File: src/rtl/line_raster_writer.sv
// line_raster_writer
// Rasterises line commands into a 320x240 back buffer using Bresenham's
// algorithm. Addresses are column-major (waddr = y + 240*x) and one pixel is
// written per clock. A frame_end request is held pending until the current
// line finishes. The buffer is then offered with done until swap is seen.
// Build option: define LINE_RASTER_CLEAR_EN to zero the whole back buffer
// after each swap, before new commands are accepted.
module line_raster_writer #(
    parameter int unsigned NUMBER_COLORS = 9,
    localparam int unsigned CW = $clog2(NUMBER_COLORS) + 1
) (
    input  logic          CLOCK_50,
    input  logic          reset,
    input  logic          cmd_valid,
    output logic          cmd_ready,
    input  logic [8:0]    cmd_x0,
    input  logic [8:0]    cmd_x1,
    input  logic [7:0]    cmd_y0,
    input  logic [7:0]    cmd_y1,
    input  logic [CW-1:0] cmd_color,
    input  logic          frame_end,
    input  logic          swap,
    output logic          done,
    output logic [16:0]   waddr,
    output logic [CW-1:0] din,
    output logic          bb_we,
    output logic          busy
);

    localparam logic [8:0] ScreenW = 9'd320;
    localparam logic [7:0] ScreenH = 8'd240;
`ifdef LINE_RASTER_CLEAR_EN
    localparam logic [16:0] LastAddr = 17'd76799;
`endif

    typedef enum logic [2:0] {
        StIdle  = 3'd0,
        StSetup = 3'd1,
        StDraw  = 3'd2,
        StDone  = 3'd3
`ifdef LINE_RASTER_CLEAR_EN
        ,
        StClear = 3'd4
`endif
    } state_t;

    state_t state_q, state_d;
    logic   pend_q, pend_d;
    logic   run_q;

    // Current pixel, endpoint and colour of the line being drawn
    logic [8:0]    x_q, x1_q;
    logic [7:0]    y_q, y1_q;
    logic [CW-1:0] col_q;

    // Bresenham state; sx_q/sy_q set means step in the positive direction
    logic signed [10:0] dx_q, dy_q, err_q;
    logic               sx_q, sy_q;

`ifdef LINE_RASTER_CLEAR_EN
    logic [16:0] clr_q;
`endif

    logic               accept;
    logic               at_end;
    logic               in_bounds;
    logic [16:0]        pix_addr;
    logic signed [10:0] dx_raw, dy_raw, dx_abs, dy_abs;
    logic signed [11:0] e2, dx_w, dy_w;
    logic               step_x, step_y;
    logic signed [10:0] err_next;

    // Ready is withheld during reset, for one cycle after it, and whenever a
    // frame close is pending or being requested right now (frame_end wins).
    assign cmd_ready = run_q & ~reset & (state_q == StIdle) & ~pend_q & ~frame_end;
    assign accept    = cmd_valid & cmd_ready;

    assign at_end    = (x_q == x1_q) && (y_q == y1_q);
    assign in_bounds = (x_q < ScreenW) && (y_q < ScreenH);
    assign pix_addr  = {9'd0, y_q} + ({8'd0, x_q} * 17'd240);

    // SETUP operands: x_q/y_q still hold the start point here
    assign dx_raw = $signed({2'b00, x1_q}) - $signed({2'b00, x_q});
    assign dy_raw = $signed({3'b000, y1_q}) - $signed({3'b000, y_q});
    assign dx_abs = dx_raw[10] ? -dx_raw : dx_raw;
    assign dy_abs = dy_raw[10] ? -dy_raw : dy_raw;

    // e2 is one bit wider so 2*err cannot overflow
    assign e2       = {err_q, 1'b0};
    assign dx_w     = dx_q;
    assign dy_w     = dy_q;
    assign step_x   = (e2 >= dy_w);
    assign step_y   = (e2 <= dx_w);
    assign err_next = err_q + (step_x ? dy_q : 11'sd0) + (step_y ? dx_q : 11'sd0);

    // State register
    always_ff @(posedge CLOCK_50 or posedge reset) begin
        if (reset) begin
            state_q <= StIdle;
        end else begin
            state_q <= state_d;
        end
    end

    // Next-state and pending-frame logic
    always_comb begin
        state_d = state_q;
        pend_d  = pend_q;
        if (state_q != StDone && frame_end) begin
            pend_d = 1'b1;
        end
        case (state_q)
            StIdle: begin
                if (pend_q || frame_end) begin
                    state_d = StDone;
                end else if (accept) begin
                    state_d = StSetup;
                end
            end
            StSetup: state_d = StDraw;
            StDraw: begin
                if (at_end) begin
                    state_d = StIdle;
                end
            end
            StDone: begin
                if (swap) begin
                    pend_d = 1'b0;
`ifdef LINE_RASTER_CLEAR_EN
                    state_d = StClear;
`else
                    state_d = StIdle;
`endif
                end
            end
`ifdef LINE_RASTER_CLEAR_EN
            StClear: begin
                if (clr_q == LastAddr) begin
                    state_d = StIdle;
                end
            end
`endif
            default: state_d = StIdle;
        endcase
    end

    // Outputs decoded from the current state
    always_comb begin
        bb_we = 1'b0;
        waddr = 17'd0;
        din   = '0;
        done  = 1'b0;
        busy  = (state_q != StIdle);
        case (state_q)
            StDraw: begin
                waddr = pix_addr;
                din   = col_q;
                bb_we = in_bounds;
            end
            StDone: done = 1'b1;
`ifdef LINE_RASTER_CLEAR_EN
            StClear: begin
                waddr = clr_q;
                bb_we = 1'b1;
            end
`endif
            default: ;
        endcase
    end

    // Pending frame flag and post-reset ready qualifier
    always_ff @(posedge CLOCK_50 or posedge reset) begin
        if (reset) begin
            pend_q <= 1'b0;
            run_q  <= 1'b0;
        end else begin
            pend_q <= pend_d;
            run_q  <= 1'b1;
        end
    end

    // Command latch, Bresenham setup and per-pixel stepping
    always_ff @(posedge CLOCK_50 or posedge reset) begin
        if (reset) begin
            x_q   <= 9'd0;
            x1_q  <= 9'd0;
            y_q   <= 8'd0;
            y1_q  <= 8'd0;
            col_q <= '0;
            dx_q  <= 11'sd0;
            dy_q  <= 11'sd0;
            err_q <= 11'sd0;
            sx_q  <= 1'b0;
            sy_q  <= 1'b0;
        end else begin
            case (state_q)
                StIdle: begin
                    if (accept) begin
                        x_q   <= cmd_x0;
                        y_q   <= cmd_y0;
                        x1_q  <= cmd_x1;
                        y1_q  <= cmd_y1;
                        col_q <= cmd_color;
                    end
                end
                StSetup: begin
                    dx_q  <= dx_abs;
                    dy_q  <= -dy_abs;
                    err_q <= dx_abs - dy_abs;
                    sx_q  <= (x_q < x1_q);
                    sy_q  <= (y_q < y1_q);
                end
                StDraw: begin
                    if (!at_end) begin
                        err_q <= err_next;
                        if (step_x) begin
                            x_q <= sx_q ? x_q + 9'd1 : x_q - 9'd1;
                        end
                        if (step_y) begin
                            y_q <= sy_q ? y_q + 8'd1 : y_q - 8'd1;
                        end
                    end
                end
                default: ;
            endcase
        end
    end

`ifdef LINE_RASTER_CLEAR_EN
    // Clear address counter, restarted every time CLEAR is entered
    always_ff @(posedge CLOCK_50 or posedge reset) begin
        if (reset) begin
            clr_q <= 17'd0;
        end else if (state_q == StClear) begin
            clr_q <= clr_q + 17'd1;
        end else begin
            clr_q <= 17'd0;
        end
    end
`endif

endmodule

File: config.mk
export PLATFORM = sky130hd
export DESIGN_NAME = line_raster_writer
export DESIGN_NICKNAME = d
export VERILOG_FILES = /design/src/rtl/line_raster_writer.sv
export SDC_FILE = /design/constraint.sdc
export NUM_CORES = 1
export LEC_CHECK = 0
export ABC_AREA = 1
export CORE_MARGIN = 4
export CORE_UTILIZATION = 50
export CTS_CLUSTER_SIZE = 16
export DETAILED_ROUTE_END_ITERATION = 16
export PLACE_DENSITY = 0.71
export SKIP_CTS_REPAIR_TIMING = 1
export SLEW_MARGIN = 20
export SYNTH_ARGS = -nofsm -noshare
export SYNTH_HDL_FRONTEND = slang
export SYNTH_SLANG_ARGS = --single-unit
File: constraint.sdc
create_clock -name CLOCK_50 -period 6.6 [get_ports CLOCK_50]
set_input_delay 0.66 -clock CLOCK_50 [delete_from_list [all_inputs] [get_ports CLOCK_50]]
set_output_delay 0.66 -clock CLOCK_50 [all_outputs]
set_load 0.1 [all_outputs]
==> impl_results.md <==
- GRT Overall Usage: 22.40%
- Placed cell count: 1392
- DR iter-0 viols: 441
- Antenna cells: 0
- WP data required: 5940 ps
- Final Non-Filler Cells: 1408
- Async set-reset flop share out of synthesis: 100.0%
- Synth area leader: dfrtp_1
- Final Wtd Congestion: 0.9034
- Final period util: 85.15%
- Row cnt: 46
- Most instantiated cells after synthesis: nand2_1, inv_1, ha_1, nor2_1, dfrtp_1
- Share of the yosys chip area belonging to registers: 24.13%
- Routed WL: 19520 um
- Share of cells above drive strength 1: 6.376%
- Worst-margin pin slew: 1009 ps
- CTS sink count: 78
- Layout overhead on the synthesized area: 14.62%
- Number of max-cap violations: 0
- Initial Util: 50.91%
- Worst-path clk slew: 70 ps
- Initial antenna violation count: 0
- Total die area: 18270 um2
- Via-to-Cell Ratio: 5.183
- H-tree Lvls: 3
- Count leader, synth: nand2_1
- CTS tree: done
- Synth Instances: 1121
- F_max: 177.9 MHz
- CP max stage cell: clkdlybuf4s50_1
- Synth area leaders: dfrtp_1, ha_1, nand2_1
- Status: finished clean
- Endpoints failing setup: 0
- FF+latch count, synth: 78
- Port Buf Inserts: 69
- Critical path's top delay family: adder cells
- Number of synthesized flops with an enable pin: 0
- Syn avg cell area: 7.215 um2
- Fin nets: 1357
- First-pass GRT wire length: 33310 um
- WP buf/inv: 3
- CP cell instances: fa_1 -> inv_1 -> fa_1 -> fa_1 -> inv_1 -> ha_1 -> nand2_1 -> a21oi_1 -> nand3_1 -> nor2_1 -> nand2_1 -> nor2_1 -> nand2_1 -> a21oi_1 -> clkdlybuf4s50_1
- Crit path kind: reg2out
- Final Hold Vio Count: 0
- Delay of the slowest critical-path stage: 1140 ps
- RSZ-0062 raised after global routing: false
- TritonRoute pass-1 iters: 8
- Max-slew violation count: 0
- Fill count: 1526
- Max FO, Critical Path: 8
- Mapped cell area: 8088 um2
- Synth Flop Type: dfrtp_1
- Vias in the first global route: 6959
- Worst endpoint data arrival time: 4960 ps
- Clock buffer depth: 2
- Root buf cell: clkbuf_16
- Die W: 135.2 um
- DP HPWL: 15450 um
- Ports: 70
- Footprint of the multi-input gates: 5423 um2
- Worst clock skew: 11.29 ps
- Hold WC Path Type: reg2reg
- Synth warn: 0
- Seq. cell area: 1952 um2
- Slew headroom: 32.59%
- Pin count of the biggest net entering global routing: 67
- Critical Path End Type: output port
- Synth unique cells: 51
- Avg WL per Cell: 13.86 um
- Vias: 7298
- Die H: 135.2 um
- Setup TNS: 0 ps
- # DRC: 0
- Top cell type's share of synthesized area: 24.13%
- TritonCTS Buffers: 9
- Tmin final: 5620 ps
- Antenna Violating Nets Remaining: 0
- Worst skew pair latency: 350 ps
- Core Area: 15890 um2
- Total gr overflow: 0
- Startpoint Class: flip-flop
## sequential cells by signal, summed over array words and instances, names as in the netlist
signal,cells
pend_q,1
x_q,9
sx_q,1
col_q,5
y1_q,8
dy_q,11
run_q,1
err_q,11
sy_q,1
dx_q,11
state_q,2
y_q,8
x1_q,9
## metal layers
metal	global-route usage, %	vias up	routed length (um)
met4	4.647	0	162
met2	35.04	163	8665
li1	-	3769	-
met5	0	-	0
met1	32.72	3352	9714
met3	4.049	14	975
## final timing paths
check | to | cells past startpoint | slack (ps) | startpoint
worst min register to register | x1_q[3] | 2 | 490 | x1_q[3]
worst max register to register | err_q[7] | 21 | 2530 | x_q[6]
worst max-delay path | waddr[15] | 15 | 980 | x_q[0]
min in group asynchronous | dx_q[0] | 2 | 560 | reset
worst min-delay path | x1_q[3] | 2 | 490 | x1_q[3]
max in group asynchronous | x_q[0] | 3 | 4900 | reset
## stage by stage
stage / area, um2 / setup slack [ps] / hold slack [ps] / util, %
final: 9270 / 980.2 / 490.8 / 58.36
after global routing: 9270 / 775.7 / 508.3 / 58.36
after detailed placement: 8995 / 1379 / 474.0 / 56.62
after global placement: 8995 / 1432 / 467.3 / 56.62
after CTS: 9270 / 976.2 / 493.5 / 58.36
after floorplan: 8092 / 393.3 / 448.9 / -
## logic make-up (layout without fill, tap and decap cells)
family / after synthesis / count (layout) / synth area share, %
other: 1 / 2 / 0.04637
AO/OA/AOI/OAI: 196 / 196 / 13.69
flip-flops: 78 / 78 / 24.13
XOR/XNOR: 42 / 42 / 4.734
adder cells (fa/ha/maj): 126 / 126 / 22.46
buffers and inverters: 185 / 255 / 8.895
AND/OR/NAND/NOR: 493 / 493 / 26.04
## tightest hold or removal path: cells and delay by family (launching register included)
kind | cells | cell delay [ps]
flip-flops | 1 | 350
AND/OR/NAND/NOR | 2 | 110
## placed cells by master, fill, tap and decap left out, types with 3 or more instances in the layout
master	n
nor2_1	92
dfrtp_1	78
o21bai_1	3
clkinv_1	3
o21ai_1	13
inv_2	8
nor3_1	9
clkbuf_16	9
nand2_2	14
nand3b_1	8
or2_2	5
o221ai_1	3
nand3_2	4
a21oi_2	4
o21ai_2	3
o211ai_1	7
o21ai_0	63
nand2_1	289
nand3_1	47
inv_1	152
a31oi_1	12
ha_1	94
inv_6	3
clkdlybuf4s50_1	68
fa_1	32
xnor2_1	19
nor2_2	6
buf_4	5
xor2_1	21
a21oi_1	74
nand4_1	12
## area by class of cell
cell class,instances,share of cell area [%]
clock buffer,10,2.470
tap,216,2.915
multi-input combinational,859,58.50
timing repair buffer,73,7.747
clock inverter,6,0.4994
sequential,78,21.06
inverter,166,6.816
Power is not shown: default switching activity piles up to over one toggle a cycle in this logic, so the estimate is an artifact.
